## config.mk

```make
export PLATFORM = sky130hd
export DESIGN_NAME = arbiter_rr_param
export DESIGN_NICKNAME = d
export VERILOG_FILES = /design/src/rtl/arbiter_rr_param.sv
export SDC_FILE = /design/constraint.sdc
export NUM_CORES = 1
export LEC_CHECK = 0
export CAP_MARGIN = 20
export CORE_ASPECT_RATIO = 0.75
export CORE_MARGIN = 5
export CORE_UTILIZATION = 50
export DETAILED_ROUTE_END_ITERATION = 6
export HOLD_SLACK_MARGIN = 0.12
export PLACE_DENSITY = 0.73
export SYNTH_ARGS = -nofsm -noshare
export SYNTH_HDL_FRONTEND = slang
export SYNTH_SLANG_ARGS = --single-unit
```

## constraint.sdc

```tcl
create_clock -name clk -period 5 [get_ports clk]
set_clock_uncertainty 0.15 [all_clocks]
set_input_delay 0.75 -clock clk [delete_from_list [all_inputs] [get_ports clk]]
set_output_delay 0.75 -clock clk [all_outputs]
set_load 0.05 [all_outputs]
```

## src/rtl/arbiter_rr_param.sv

```systemverilog
// Round-robin arbiter, N requesters, registered one-hot grant with per-owner hold limit.
// Optional owner lock input (hold-limit override) enabled by defining ARB_LOCK_EN.
module arbiter_rr_param #(
    parameter int N        = 8,
    parameter int MAX_HOLD = 4
) (
    input  logic                 clk,
    input  logic                 reset,
`ifdef ARB_LOCK_EN
    input  logic                 lock,
`endif
    input  logic [N-1:0]         request,
    output logic [N-1:0]         grant,
    output logic [$clog2(N)-1:0] grant_idx,
    output logic                 grant_valid
);

    localparam int IW = $clog2(N);
    localparam int HW = $clog2(MAX_HOLD + 1);

    localparam logic [0:0] S_IDLE  = 1'b0;
    localparam logic [0:0] S_OWNED = 1'b1;

    logic [0:0]    state_q, state_d;
    logic [N-1:0]  grant_q, grant_d;
    logic [IW-1:0] grant_idx_q, grant_idx_d;
    logic          grant_valid_q, grant_valid_d;
    logic [HW-1:0] hold_cnt_q, hold_cnt_d;
    logic [IW-1:0] last_owner_q, last_owner_d;

    logic          found;
    logic [IW-1:0] win_idx;
    logic          take;
    logic          lock_hold;
    logic          at_limit;

`ifdef ARB_LOCK_EN
    assign lock_hold = lock;
`else
    assign lock_hold = 1'b0;
`endif

    assign at_limit = (hold_cnt_q >= HW'(MAX_HOLD));

    // Search starts just past last_owner, so the current owner is checked last.
    always_comb begin
        int            j;
        logic [IW-1:0] idx;
        found   = 1'b0;
        win_idx = '0;
        j       = 0;
        idx     = '0;
        for (int i = 1; i <= N; i++) begin
            j   = (int'(last_owner_q) + i) % N;
            idx = IW'(j);
            if (!found && request[idx]) begin
                found   = 1'b1;
                win_idx = idx;
            end
        end
    end

    always_comb begin
        state_d       = state_q;
        grant_d       = grant_q;
        grant_idx_d   = grant_idx_q;
        grant_valid_d = grant_valid_q;
        hold_cnt_d    = hold_cnt_q;
        last_owner_d  = last_owner_q;
        take          = 1'b0;

        unique case (state_q)
            S_IDLE: begin
                if (found) take = 1'b1;
            end
            S_OWNED: begin
                if (request[grant_idx_q] && (!at_limit || lock_hold)) begin
                    if (!at_limit) hold_cnt_d = hold_cnt_q + HW'(1);
                end else if (found) begin
                    take = 1'b1;
                end else begin
                    state_d       = S_IDLE;
                    grant_d       = '0;
                    grant_valid_d = 1'b0;
                    hold_cnt_d    = '0;
                end
            end
        endcase

        if (take) begin
            state_d       = S_OWNED;
            grant_d       = N'(1) << win_idx;
            grant_idx_d   = win_idx;
            grant_valid_d = 1'b1;
            hold_cnt_d    = HW'(1);
            last_owner_d  = win_idx;
        end
    end

    always_ff @(posedge clk) begin
        if (!reset) begin
            state_q       <= S_IDLE;
            grant_q       <= '0;
            grant_idx_q   <= '0;
            grant_valid_q <= 1'b0;
            hold_cnt_q    <= '0;
            last_owner_q  <= IW'(N - 1);
        end else begin
            state_q       <= state_d;
            grant_q       <= grant_d;
            grant_idx_q   <= grant_idx_d;
            grant_valid_q <= grant_valid_d;
            hold_cnt_q    <= hold_cnt_d;
            last_owner_q  <= last_owner_d;
        end
    end

    assign grant       = grant_q;
    assign grant_idx   = grant_idx_q;
    assign grant_valid = grant_valid_q;

endmodule
```

Word level (Yosys, flattened, before mapping)
Cells that the tools add are included.
{ "word_totals": {"regBits": 19, "inputBits": 10, "out_inout_bits": 12, "wordCells": 109} }
{ "classes": {"add_sub_neg": 9, "n_lt_le_gt_ge": 10, "eq_ne": 6, "shift": 1, "mux": 53, "bitwise_logic": 2, "n_reduce_logical": 21} }
{ "ops": {"columns": ["op", "count"], "rows": [
  ["$lt 3x4->1 const B", 9],
  ["$mux 3", 11],
  ["$mux 8", 4],
  ["$mux 1", 28],
  ["$bmux 1 s3", 9],
  ["$add 3x3->3 const B", 4],
  ["$add 3x1->3 const B", 3],
  ["$reduce_and 3->1", 3],
  ["$logic_and 1x1->1", 8],
  ["$logic_not 1->1", 8],
  ["$shl 1x3->8 const A", 1],
  ["$add 3x2->3 const B", 2],
  ["$ne 2x1->1 const B", 2],
  ["$ne 2x2->1 const B", 2],
  ["$ge 3x3->1 const B", 1],
  ["$ne 3x1->1 const B", 1],
  ["$ne 3x3->1 const B", 1],
  ["$not 1->1", 2],
  ["$pmux 1 s2", 1],
  ["$reduce_bool 2->1", 1],
  ["$reduce_or 2->1", 1]
]} }

Longest topological paths before layout
Gate-level depths: netlist of run 1.
{ "logic_depth": {"depth_word": 30, "depth_mapped": 13, "depth_no_buf": 9} }

Worst setup path after synthesis of run 1
No wires, ideal clock.
{ "synth_path": {"path_kind": "register to register", "startpoint": "reg last_owner_q[1]", "endpoint": "reg grant_q[3], in the netlist grant[3]", "setup_ns": 0.096, "t_arrival_ns": 3.430, "required_ns": 4.754, "path_slack_ns": 1.324, "stages_incl_launch_ff": 13, "path_buffers": 3, "synth_period_minus_slack_ns": 3.676, "cell_sequence": "dfxtp_1 buf_6 clkbuf_1 inv_1 ha_1 buf_4 mux2_2 mux4_2 nor3_4 nand3_1 o2111a_1 and3_4 o41ai_2"} }
{ "synth_via": {"elab_chain_cells": 30, "word_cells_on_any_way": 63, "cone_classes": "8 x add/sub; 2 x eq/ne; 1 x shift; 36 x mux; 16 x reduce/logical"} }
{ "synth_lines": {"columns": ["item", "line", "source"], "rows": [
  ["start: declaration", "29", "logic [IW-1:0] last_owner_q, last_owner_d;"],
  ["start signal: assignment", "107", "last_owner_q <= IW'(N - 1);"],
  ["start signal: assignment", "114", "last_owner_q <= last_owner_d;"],
  ["$add 3x1->3", "54", "j = (int'(last_owner_q) + i) % N;"],
  ["$bmux 1 s3", "56", "if (!found && request[idx]) begin"],
  ["$mux 1 (implied by the code)", "56", null],
  ["$mux 1", "56", null],
  ["$logic_not 1->1", "56", null],
  ["$logic_and 1x1->1", "56", null],
  ["$mux 1", "56", null],
  ["$logic_not 1->1", "56", null],
  ["(+14 left out)", null, null],
  ["$logic_not 1->1", "56", null],
  ["$logic_and 1x1->1", "56", null],
  ["$mux 1", "56", null],
  ["$mux 1", "74, 79", null],
  ["$mux 1", "77", "if (request[grant_idx_q] && (!at_limit || lock_hold)) begin"],
  ["$pmux 1 s2", "72", "unique case (state_q)"],
  ["$ne 2x2->1 (no line) (tied with other cells)", null, null],
  ["$reduce_and 3->1 (no line)", null, null],
  ["end signal: assignment", "110", "grant_q <= grant_d;"],
  ["end: declaration", "25", "logic [N-1:0] grant_q, grant_d;"]
]} }
Several ways; a longest one is shown, not always the timed one. The select of a mux whose other input is x is not followed.
A chain may end at the register's enable or synchronous reset.

Final worst setup path of run 1
{ "layout_path": {"startpoint": "reg last_owner_q[0]", "endpoint": "reg grant_q[6], in the netlist grant[6]"} }
Same word-level chain as after synthesis.

==> results of run 1 <==
[cell families after synthesis]
group / count (synthesis) / share of synthesized area (%)
fa+ha+maj: 4 / 2.70
flops: 19 / 20.6
compound gates: 48 / 20.4
mux: 38 / 32.3
xor+xnor: 3 / 1.83
simple gates: 60 / 17.7
buf+inv: 18 / 4.53
[through the flow]
| stage | area [um2] | cells | util, % | setup WS, ps |
|---|---|---|---|---|
| 3_3_place_gp | 2090 | 257 | 58.0 | 1050 |
| 4_1_cts | 2140 | 261 | 59.3 | 991 |
| 5_1_grt | 2140 | 261 | 59.3 | 678 |
| 3_5_place_dp | 2090 | 257 | 58.0 | 930 |
| 2_1_floorplan | 1850 | 190 | - | 1320 |
| 6_report | 2140 | 261 | 59.3 | 933 |
[worst max-delay path, cell delays in order (launching register included)]
cell	delay, ps
dfxtp_1	340
inv_2	120
ha_1	750
mux2_2	440
mux4_2	530
nor4b_2	480
nand3_1	210
a22oi_1	400
a21oi_1	220
a32o_1	310
[registers in the layout (all words and copies together) (netlist names)]
signal / flops
grant: 8
grant_idx: 3
grant_valid: 1
hold_cnt_q: 3
last_owner_q: 3
state_q: 1
[worst paths after layout]
path | startpoint | endpoint | slack (ps)
max | last_owner_q[0]$_SDFFE_PN1P_ | grant[6]$_SDFFE_PN0P_ | 930
min | grant[1]$_SDFFE_PN0P_ | grant[1]$_SDFFE_PN0P_ | 320
max reg2reg | last_owner_q[0]$_SDFFE_PN1P_ | grant[6]$_SDFFE_PN0P_ | 930
min reg2reg | grant[1]$_SDFFE_PN0P_ | grant[1]$_SDFFE_PN0P_ | 320
[layer usage]
layer  wire [um]  GRT usage [%]
met5           0              0
met3         397           4.90
met4          54           3.59
met2        2240           30.0
met1        2150           29.3
[synth_stat cells, types with 2 or more instances]
| cell | number | share of area, % |
|---|---|---|
| nor3_1 | 2 | 0.54 |
| a31oi_1 | 4 | 1.4 |
| a32o_1 | 6 | 3.2 |
| buf_4 | 2 | 0.81 |
| clkbuf_1 | 3 | 0.61 |
| inv_1 | 9 | 1.8 |
| a211oi_1 | 4 | 1.6 |
| nand3_1 | 8 | 2.2 |
| nor2_1 | 15 | 3.0 |
| xnor2_1 | 2 | 0.95 |
| mux4_1 | 3 | 4.3 |
| nand4_1 | 2 | 0.68 |
| ha_1 | 4 | 2.7 |
| nand2b_1 | 2 | 0.68 |
| and2_1 | 3 | 1.0 |
| a22oi_1 | 4 | 1.6 |
| nor4_1 | 2 | 0.68 |
| o211ai_1 | 2 | 0.81 |
| dfxtp_1 | 19 | 21 |
| mux4_2 | 12 | 15 |
| mux2_2 | 10 | 6.1 |
| mux2i_1 | 12 | 6.5 |
| a21oi_1 | 9 | 2.4 |
| nand2_1 | 16 | 3.2 |
| o21ai_0 | 6 | 1.6 |
[final cells by class]
| class | count | area (um2) |
|---|---|---|
| timing repair buffer | 23 | 225 |
| clock buffer | 3 | 41.3 |
| inverter | 10 | 37.5 |
| tap | 52 | 65.1 |
| fill | 334 | 1470 |
| sequential | 19 | 380 |
| clock inverter | 1 | 7.51 |
| multi-input combinational | 153 | 1390 |
==> results.md, run 1 <==
* Share of cells above drive strength 1 at a little under a fifth
* Commonest non-fill, non-tap cell in the layout: clkdlybuf4s50_1
* Post-layout net count at ~220
* H-Tree Depth at 1
* First-pass GRT wire length at approximately 8.2 mm
* Total negative setup slack at 0 ps
* Ys async rst share at 0%
* Crit path DAT at slightly above 4000 ps
* Floorplan die height at about 63 um
* Vias post-DR at about 1700
* Layout area overhead at 15.8%
* Sink Count at 19
* Status: complete, no violations
* Area of the die at approximately 5000 um2
* Clock Pin Slew Worst Setup and Hold Paths at approximately 70 ps
* RSZ-0062 raised after global routing: false
* Least-Margin Pin Slew at between 700 and 800 ps
* Final worst path period share at 81.3%
* Vias per cell at ~6.5
* TritonCTS clock tree: done
* Max-Cap Viols at 0
* CP Launch Type: flip-flop
* R2r worst-path depth at 9
* Synth warn at 0
* CTS Buf Count at 3
* CP Max Fanout at 18
* Vias in the first global route at 1607
* Most frequent cells in the layout: clkdlybuf4s50_1, dfxtp_1, nand2_1
* Post-CTS resize count at 0
* DP Wirelength at around 3.7 mm
* Routability congestion estimate at approximately 0.94
* Crit path kind: flip-flop to flip-flop
* Netlist cell types at 54
* Initial antenna violation count at 0
* Worst-Skew Late Latency at ~260 ps
* Endpoint type of the worst setup path: flip-flop
* Setup Fix Bufs, Post-CTS at 0
* Drt wl/cell at between 15 and 20 um
* # rows at 19
* Worst hold-check path type: flip-flop to flip-flop
* Register area share after synthesis at 20.6%
* Slew Viols, Final at 0
* DRT Wirelength at 4.84 mm
* Hold Crit Depth at 2
* Avg Inst Size Synth at roughly 10 um2
* Cts hold-fix bufs at 0
* Residual DRC at 0
* Seq cells post-synth at 19
* Min cycle time layout at around 4100 ps
* Final hold viol count at 0
* PortBufs at 21
* Relative slew slack at around half
* Synth Flop Type: dfxtp_1
* Final setup viols at 0
* 1st-iter DRT viols at about 230
* DRT Pass-1 Iters at 4
* IO Count at 22
* Synthesized cell area at roughly 1900 um2
* EDFF count, synth at 0
* Fmax at 246 MHz
* Post-Syn Nets at around 200
* Synth Instances at between 150 and 200
* Antenna cells at 0
* WP data required at approximately 5000 ps
* ANT nets after route at 0
* DIE WIDTH at 80.2 um
* Final hold slack at 322 ps
* Starting density of the core at about half
* GRT Residual Overflow at 0
* CORE AREA at 3610 um2
* CTS Buffer Depth at 2
* Largest net degree at the start of global routing at 20
* Root Buffer: clkbuf_8
* Gr usage total at roughly 20%
Power of run 1 is not shown: default switching activity piles up to over one toggle a cycle in this logic, so the estimate is an artifact.
==> run 2, diff against run 1 <==
clock period = 3.99 ns   (was 5 ns; I/O delays follow)
==> run 2 against run 1 <==
Critical path depth did not move. Global-route usage rose by 1.7 points. Via count rose by 3.8%. Cell count rose by 1.9%. Routed wire length rose by 3.8%. Critical path type unchanged. Register-to-register slack got worse by 570 ps. Setup slack got worse by 570 ps. Cell area rose by 1.8%.
==> results.md, run 2 (synthesized netlist as in run 1, its figures left out) <==
* Total negative setup slack at 0 ps
* GRT Residual Overflow at 0
* CP cell instances: inv_2 > ha_1 > mux2_2 > mux4_2 > or4b_1 > o311ai_0 > o211ai_2 > and3_4 > o41ai_2
* PortBufs at 21
* CP peak stage delay at 620 ps
* Min cycle time layout at approximately 3600 ps
* CP Launch Type: flip-flop
* # rows at 19
* Fin worst setup slack at 367 ps
* Max-Cap Viols at 0
* Hold Crit Start: grant[5]$_SDFFE_PN0P_
* DP Wirelength at just under 4 mm
* Commonest non-fill, non-tap cell in the layout: clkdlybuf4s50_1
* Post-layout net count at approximately 230
* WP data required at 4010 ps
* Vias post-DR at 1765
* TritonCTS clock tree: done
* Max reg flops at 8
* Starting density of the core at 51.2%
* RSZ-0062 raised after global routing: false
* H-Tree Depth at 1
* Drt wl/cell at about 19 um
* Worst hold-check path type: flip-flop to flip-flop
* Antenna cells at 0
* Worst slack at placement at approximately 180 ps
* Layout area overhead at 17.8%
* Post-CTS resize count at 0
* Share of cells above drive strength 1 at 20.1%
* Routability congestion estimate at approximately 1
* Least-Margin Pin Slew at roughly 680 ps
* Slowest CP cell: mux4_2
* DRT Pass-1 Iters at 4
* Cts hold-fix bufs at 0
* Vias per cell at between 6 and 7
* Sink Count at 19
* Area of the die at ~5000 um2
* CTS Buffer Depth at 2
* Status: complete, no violations
* First-pass GRT wire length at just under 9 mm
* CP Launch Point: last_owner_q[0]$_SDFFE_PN1P_
* Crit path DAT at around 3600 ps
* Fmax at between 200 and 300 MHz
* Final setup viols at 0
* Relative slew slack at approximately 54%
* Root Buffer: clkbuf_8
* Initial antenna violation count at 0
* Residual DRC at 0
* Endpoint type of the worst setup path: flip-flop
* Crit path kind: flip-flop to flip-flop
* CTS Buf Count at 3
* Gr usage total at 21.7%
* Worst-Skew Late Latency at roughly 260 ps
* Final worst path period share at between 90 and 100%
* Largest net degree at the start of global routing at 20
* Floorplan die height at 62.7 um
* Crit path buf inv count at 1
* DRT Wirelength at around 5.0 mm
* Vias in the first global route at roughly 1700
* CP top delay family: multiplexers
* Clock Pin Slew Worst Setup and Hold Paths at around 80 ps
* DIE WIDTH at ~80 um
* ANT nets after route at 0
* Most frequent cells in the layout: clkdlybuf4s50_1, dfxtp_1, nand2_1
* IO Count at 22
* 1st-iter DRT viols at around 280
* Setup Fix Bufs, Post-CTS at 0
* CORE AREA at 3610 um2
* Final hold viol count at 0
* CP Max Fanout at 9
* Slew Viols, Final at 0
* Worst R2R Start: last_owner_q[0]$_SDFFE_PN1P_
-- run 2: cell types whose count changed in the layout (fill, tap and decap cells not counted), sizes merged --
cell	delta
buf	+5
-- run 2: layout make-up --
| type | count | area [um2] |
|---|---|---|
| inverters | 10 | 37.5 |
| repair buffers | 28 | 263 |
| multi-input cells | 153 | 1390 |
| fillers | 329 | 1430 |
| well taps | 52 | 65.1 |
| clock inverters | 1 | 7.51 |
| clock buffers | 3 | 41.3 |
| flip-flops and latches | 19 | 380 |
-- run 2: metrics by stage --
step	cell area [um2]	instances	util, %	hold WS [ps]
after CTS	2180	266	60.4	318
after global routing	2180	266	60.4	349
after global placement	2130	262	59.0	292
final	2180	266	60.4	322
after floorplan	1850	190	-	317
after detailed placement	2130	262	59.0	300
-- run 2: path summary, 6_finish.rpt --
check | to | slack (ps) | cells past startpoint
worst min register to register | grant[5]$_SDFFE_PN0P_ | 320 | 1
worst max register to register | grant[3]$_SDFFE_PN0P_ | 370 | 9
worst max-delay path | grant[3]$_SDFFE_PN0P_ | 370 | 9
worst min-delay path | grant[5]$_SDFFE_PN0P_ | 320 | 1
-- run 2: per-layer routing --
layer | global-route usage (%) | vias to the layer above | wire length (um)
met1 | 31.5 | 871 | 2170
met4 | 4.43 | 0 | 46
met3 | 6.92 | 6 | 534
met2 | 31.3 | 84 | 2270
li1 | - | 804 | -
met5 | 0 | - | 0
Power of run 2 is left out for the same reason.
